File: src/rtl/rx_engine.sv
// ---------------------------------------------------------------------------
// RxEngine -- UART receive engine
//
// Purpose:
//   Receives asynchronous serial characters from the rx pin. The line is
//   synchronized, a falling edge starts a frame, and the start bit is
//   confirmed at mid-bit. Data bits (7 or 8, LSB first), an optional parity
//   bit and the stop bit are then sampled once per bit period. One cycle
//   after the stop-bit sample the character and its status flags are
//   published together. The status flags stay set until the read strobe.
//
// Parameters:
//   CLK_HZ     system clock frequency in Hz; the bit periods are derived from it
//
// Ports:
//   clk        system clock, rising edge
//   reset      synchronous active-low reset
//   rx         serial input, idle high, asynchronous to clk
//   rd         one-cycle read strobe; clears rxrdy/perr/ferr/ovf
//   baud_mode  baud select (0..11 = 300 .. 921600, 12..15 = 921600)
//   bit8       1 = 8 data bits, 0 = 7 data bits
//   pen        1 = parity bit present
//   ohel       parity sense, 1 = odd, 0 = even
//   rx_data    last received character (bit 7 is 0 in 7-bit mode)
//   rxrdy      character available, held until rd
//   perr       parity error of the last character
//   ferr       framing error (stop bit was 0) of the last character
//   ovf        a character was overwritten before it was read
//
// Configuration:
//   RX_MAJORITY_EN  when defined, each bit sample is the 2-of-3 majority of
//                   the synchronized line at count expiry and the two clocks
//                   before it; otherwise a single sample is taken at expiry.
// ---------------------------------------------------------------------------
module rx_engine #(
  parameter int CLK_HZ = 100_000_000
) (
  input  logic       clk,
  input  logic       reset,
  input  logic       rx,
  input  logic       rd,
  input  logic [3:0] baud_mode,
  input  logic       bit8,
  input  logic       pen,
  input  logic       ohel,
  output logic [7:0] rx_data,
  output logic       rxrdy,
  output logic       perr,
  output logic       ferr,
  output logic       ovf
);

  // Wide enough to hold the slowest (300 baud) bit period without wrapping.
  localparam int CW = $clog2(CLK_HZ / 300 + 1);
  typedef logic [CW-1:0] cnt_t;

  localparam cnt_t BT_300    = cnt_t'(CLK_HZ / 300);
  localparam cnt_t BT_1200   = cnt_t'(CLK_HZ / 1200);
  localparam cnt_t BT_2400   = cnt_t'(CLK_HZ / 2400);
  localparam cnt_t BT_4800   = cnt_t'(CLK_HZ / 4800);
  localparam cnt_t BT_9600   = cnt_t'(CLK_HZ / 9600);
  localparam cnt_t BT_19200  = cnt_t'(CLK_HZ / 19200);
  localparam cnt_t BT_38400  = cnt_t'(CLK_HZ / 38400);
  localparam cnt_t BT_57600  = cnt_t'(CLK_HZ / 57600);
  localparam cnt_t BT_115200 = cnt_t'(CLK_HZ / 115200);
  localparam cnt_t BT_230400 = cnt_t'(CLK_HZ / 230400);
  localparam cnt_t BT_460800 = cnt_t'(CLK_HZ / 460800);
  localparam cnt_t BT_921600 = cnt_t'(CLK_HZ / 921600);

  typedef enum logic [2:0] {
    IDLE,
    START,
    DATA,
    PARITY,
    STOP
  } state_t;

  state_t     state;
  state_t     state_n;
  cnt_t       cnt;
  cnt_t       cnt_n;
  cnt_t       bt;
  cnt_t       half_bt;
  logic       expiry;
  logic [2:0] bit_cnt;
  logic [2:0] bit_cnt_n;
  logic [2:0] last_bit;

  logic       sync1;
  logic       sync2;
  logic       smp;

  logic       clr_acc;
  logic       shift_en;
  logic       par_en;
  logic       stop_en;

  logic [7:0] shreg;
  logic       par_acc;
  logic       frame_done;
  logic       perr_pend;
  logic       ferr_pend;

  // Two-flop synchronizer; flops come out of reset at the idle level so a
  // reset never looks like a start bit.
  always_ff @(posedge clk) begin
    if (!reset) begin
      sync1 <= 1'b1;
      sync2 <= 1'b1;
    end else begin
      sync1 <= rx;
      sync2 <= sync1;
    end
  end

`ifdef RX_MAJORITY_EN
  logic hist1;
  logic hist2;

  // History of the synchronized line for the 2-of-3 vote: hist1 is one clock
  // old, hist2 two clocks old.
  always_ff @(posedge clk) begin
    if (!reset) begin
      hist1 <= 1'b1;
      hist2 <= 1'b1;
    end else begin
      hist1 <= sync2;
      hist2 <= hist1;
    end
  end

  assign smp = (sync2 & hist1) | (sync2 & hist2) | (hist1 & hist2);
`else
  assign smp = sync2;
`endif

  // Bit period for the selected baud rate; all codes above 11 alias the
  // fastest rate.
  always_comb begin
    bt = BT_921600;
    case (baud_mode)
      4'd0:    bt = BT_300;
      4'd1:    bt = BT_1200;
      4'd2:    bt = BT_2400;
      4'd3:    bt = BT_4800;
      4'd4:    bt = BT_9600;
      4'd5:    bt = BT_19200;
      4'd6:    bt = BT_38400;
      4'd7:    bt = BT_57600;
      4'd8:    bt = BT_115200;
      4'd9:    bt = BT_230400;
      4'd10:   bt = BT_460800;
      default: bt = BT_921600;
    endcase
  end

  assign half_bt  = bt >> 1;
  // A loaded value N expires exactly N clocks later (the edge on which the
  // counter reads 1); a zero count is treated as already expired.
  assign expiry   = (cnt <= cnt_t'(1));
  assign last_bit = bit8 ? 3'd7 : 3'd6;

  // State and counter registers.
  always_ff @(posedge clk) begin
    if (!reset) begin
      state   <= IDLE;
      cnt     <= '0;
      bit_cnt <= '0;
    end else begin
      state   <= state_n;
      cnt     <= cnt_n;
      bit_cnt <= bit_cnt_n;
    end
  end

  // Next-state logic. The counter free-runs down and is reloaded on every
  // sample point, so each bit is timed from the previous sample.
  always_comb begin
    state_n   = state;
    cnt_n     = (cnt != '0) ? cnt - cnt_t'(1) : '0;
    bit_cnt_n = bit_cnt;
    clr_acc   = 1'b0;
    shift_en  = 1'b0;
    par_en    = 1'b0;
    stop_en   = 1'b0;
    case (state)
      IDLE: begin
        if (!sync2) begin
          state_n = START;
          cnt_n   = half_bt;
          clr_acc = 1'b1;
        end
      end
      START: begin
        if (expiry) begin
          if (!smp) begin
            state_n   = DATA;
            cnt_n     = bt;
            bit_cnt_n = '0;
          end else begin
            state_n = IDLE;
            cnt_n   = '0;
          end
        end
      end
      DATA: begin
        if (expiry) begin
          shift_en = 1'b1;
          cnt_n    = bt;
          if (bit_cnt == last_bit) begin
            state_n = pen ? PARITY : STOP;
          end else begin
            bit_cnt_n = bit_cnt + 3'd1;
          end
        end
      end
      PARITY: begin
        if (expiry) begin
          par_en  = 1'b1;
          cnt_n   = bt;
          state_n = STOP;
        end
      end
      STOP: begin
        if (expiry) begin
          stop_en = 1'b1;
          cnt_n   = '0;
          state_n = IDLE;
        end
      end
      default: begin
        state_n = IDLE;
        cnt_n   = '0;
      end
    endcase
  end

  // Frame assembly. Data shifts in from the top so that after 7 bits the
  // character sits in shreg[7:1]. par_acc accumulates the XOR of all data
  // bits plus the parity bit. The stop sample latches pending flags that
  // are published one cycle later.
  always_ff @(posedge clk) begin
    if (!reset) begin
      shreg      <= '0;
      par_acc    <= 1'b0;
      frame_done <= 1'b0;
      perr_pend  <= 1'b0;
      ferr_pend  <= 1'b0;
    end else begin
      frame_done <= stop_en;
      if (clr_acc) begin
        shreg   <= '0;
        par_acc <= 1'b0;
      end else if (shift_en) begin
        shreg   <= {smp, shreg[7:1]};
        par_acc <= par_acc ^ smp;
      end else if (par_en) begin
        par_acc <= par_acc ^ smp;
      end
      if (stop_en) begin
        ferr_pend <= ~smp;
        perr_pend <= pen & (par_acc ^ ohel);
      end
    end
  end

  // Processor-visible status. A completing frame takes priority over a
  // coincident read; a read on that same cycle still suppresses overrun.
  always_ff @(posedge clk) begin
    if (!reset) begin
      rx_data <= 8'h00;
      rxrdy   <= 1'b0;
      perr    <= 1'b0;
      ferr    <= 1'b0;
      ovf     <= 1'b0;
    end else if (frame_done) begin
      rx_data <= bit8 ? shreg : {1'b0, shreg[7:1]};
      rxrdy   <= 1'b1;
      perr    <= perr_pend;
      ferr    <= ferr_pend;
      ovf     <= rxrdy & ~rd;
    end else if (rd) begin
      rxrdy <= 1'b0;
      perr  <= 1'b0;
      ferr  <= 1'b0;
      ovf   <= 1'b0;
    end
  end

endmodule

File: config.mk
export PLATFORM = sky130hd
export DESIGN_NAME = rx_engine
export DESIGN_NICKNAME = d
export VERILOG_FILES = /design/src/rtl/rx_engine.sv
export SDC_FILE = /design/constraint.sdc
export NUM_CORES = 1
export LEC_CHECK = 0
export ABC_AREA = 1
export BUFFER_PORTS_ARGS = -buffer_cell sky130_fd_sc_hd__buf_2
export CAP_MARGIN = 20
export CORE_MARGIN = 1.5
export CORE_UTILIZATION = 50
export DETAILED_ROUTE_END_ITERATION = 6
export GPL_ROUTABILITY_DRIVEN = 0
export PLACE_DENSITY = 0.76
export SKIP_LAST_GASP = 1
export SLEW_MARGIN = 20
export SYNTH_ARGS = -nofsm -noshare
export SYNTH_HDL_FRONTEND = slang
export SYNTH_SLANG_ARGS = --single-unit
File: constraint.sdc
create_clock -name clk -period 1.8 [get_ports clk]
set_input_delay 0.27 -clock clk [delete_from_list [all_inputs] [get_ports clk]]
set_output_delay 0.27 -clock clk [all_outputs]
set_load 0.02 [all_outputs]
==> metrics.yaml <==
placed_design:
  dp.final_hpwl_um: 5320
  port_buffers: 22
  dpl-instance-area_sq_mm: 0.00334
synthesis:
  seq_area_frac_synth: 0.325
  synth_cells: 490
  syn-num-nets: 508
  synth_top_cell_by_area: "dfxtp_1"
  synth.distinct_cells: 37
  avgSynthCellArea_sq_um: 6.40
  syn_area_sq_mm: 0.00314
  ys_ff_latch: 51
  yosysTopAreaCellShare: 0.325
  synthTopCellsByArea: "dfxtp_1 33%, nand2_1 17%, nor2_1 7.8%"
  yosys_warnings: 0
finish:
  final_area_sq_mm: 0.00349
  n_antenna_cell: 0
  final_nets: 537
  synthToLayoutAreaGrowth_pct: 11.1
  layout_commonest_cell: "nand2_1"
  drive_gt1_frac: 0.162
  final_cell_mix: "145 x nand2_1, 64 x nor2_1, 50 x dfxtp_1"
timing:
  finalCritPeriodShare: 0.946
  drv_slew: 0
  setup_viol: 0
  fmax_mhz: 587
  finalHoldViolCount: 0
  max_slew.worst_pin.slew_ns: 0.669
  holdWs_ns: 0.157
  fin_crit_ns: 1.70
  relSlewSlack: 0.553
  clock_skew_ns: 0.00812
clock_tree:
  clockBufferDepth: 2
  ctsHoldBuffers: 0
  cts.sinks: 51
  clkTransAtPathRegs_ns: 0.09
  clk_latency_ns: 0.30
  cts_buffers: 5
  cts_root_buf: "clkbuf_8"
  cts-htree-levels: 2
  cts_tree: "done"
power_and_ir_drop:
  leakage_nw: 1.67
  power_mw: 4.55
  power_density_mw_per_mm2: 1310
  vdd_drop_max_mv: 0.693
global_route:
  grt_max_degree: 21
  grt_pass1_wl_um: 11600
  antenna_found_initial: 0
  grt_overflow: 0
  grt_usage: 0.221
  grt_pass1_vias: 2648
routing:
  drt-wirelength-per-cell_um: 11.8
  drtPass1Iterations: 4
  drt_iter0_drc: 172
  vias: 3044
  viasPerCell: 5.12
  drc: 0
  drtAntennaViolNets: 0
  wirelength_um: 7020
floorplanning:
  io_pins: 23
  die_h_um: 82.2
  core_region_area_sq_mm: 0.00599
  die_w_um: 82.2
  initial_core_util: 0.524
  die_area_sq_mm: 0.00676
  rows: 28
setup_path:
  crit_fanout: 18
  cp-start-kind: "register"
  crit_path_max_incr_delay_ns: 0.36
  crit_arrival_ns: 1.90
  endpoint_kind: "register"
  cp_slowest_cell: "dfxtp_1"
  crit_family: "simple AND/OR/NAND/NOR gates"
  worstPathRequired_ns: 1.99
  r2r_cells: 8
  path_buf_inv: 0
  worstPathCellList: "nor2_1, nand2_1, nor2_4, nand3_2, o211ai_2, nand2_4, a21oi_1, nor2_2"
  cp.depth: 8
  crit_type: "register to register"
hold_path:
  hp-class: "input pin to register"
  hold_path_depth: 2
run:
  drv_cap: 0
outcome:
  outcome: "finished clean"
-- per-stage QoR --
step	cells	setup WS [ns]	setup TNS, ns	utilization
2_1_floorplan	490	0.213	0	-
3_3_place_gp	582	0.138	0	0.558
3_5_place_dp	582	0.0584	0	0.558
4_1_cts	589	0.0168	0	0.572
5_1_grt	594	-0.00521	-0.0149	0.582
6_report	594	0.0972	0	0.582
-- report_power, final --
group | switching, mW | internal, mW | total, mW
logic | 1.57 | 0.899 | 2.47
clock network | 0.374 | 0.267 | 0.640
registers | 0.163 | 1.28 | 1.45
total | 2.11 | 2.45 | 4.55
-- cells by family (layout without fill, tap and decap cells) --
family | Yosys count | count (layout) | share of synthesized area
AO/OA/AOI/OAI | 75 | 75 | 0.133
XOR/XNOR | 8 | 8 | 0.0223
adder cells (fa/ha/maj) | 7 | 7 | 0.0279
buffers and inverters | 68 | 96 | 0.0890
flip-flops | 51 | 51 | 0.325
AND/OR/NAND/NOR | 281 | 282 | 0.402
-- worst register-to-register path: stages, from the launching register on --
cell and delay [ns]:
dfxtp_1 0.36, nor2_1 0.20, nand2_1 0.13, nor2_4 0.13
nand3_2 0.15, o211ai_2 0.15, nand2_4 0.19, a21oi_1 0.24
nor2_2 0.04
-- layer usage --
| layer | share of wire | global-route usage | wire length (um) |
|---|---|---|---|
| met1 | 0.49 | 0.320 | 3430 |
| met2 | 0.44 | 0.332 | 3080 |
| met3 | 0.061 | 0.0407 | 427 |
| met4 | 0.012 | 0.0644 | 84 |
| met5 | 0 | 0 | 0 |
-- layout make-up --
type | count | area, sq um
clock inverter | 2 | 13.8
inverter | 55 | 211
timing repair buffer | 34 | 213
fill | 565 | 2500
clock buffer | 5 | 68.8
multi-input combinational | 372 | 1860
tap | 75 | 93.8
sequential | 51 | 1020
-- repair_timing --
| action | in CTS | in global routing |
|---|---|---|
| resized for setup | 0 | 8 |
| endpoints found under the setup margin | 0 | 17 |
| buffers inserted | 0 | 4 |
-- cells in the mapped netlist --
master	count
inv_2	3
nor2_1	65
nand3_2	2
nor4_1	1
ha_1	7
o211ai_2	1
dfxtp_1	51
inv_4	1
inv_1	49
nand3_1	25
o211a_1	1
a211oi_1	1
nand2_4	2
o211ai_1	8
or2_2	5
a21oi_1	43
buf_6	2
buf_2	5
or2_1	1
nor3_1	5
and2_1	1
clkinv_1	2
a31oi_1	1
xor2_1	6
o21ai_0	15
nand4_1	5
nor2_8	1
nor2_4	5
o21ai_1	3
xnor2_1	2
nand2_1	145
o21a_1	1
nand2_2	4
nor2_2	13
o21bai_1	1
clkbuf_1	6
nand3_4	1
-- final timing paths --
kind | from | end | slack [ns]
hold reg to reg | sync1 | smp | 0.42
hold / removal | rx | sync1 | 0.16
setup reg to reg | cnt[3] | cnt[10] | 0.1
setup / recovery | cnt[3] | cnt[10] | 0.1
-- registers in the layout, indices dropped and copies added (netlist names), 3 cells and up --
register and count:
shreg 8, cnt 19, rx_data 8, bit_cnt 3, state 3
(Power assumes the default switching activity.)
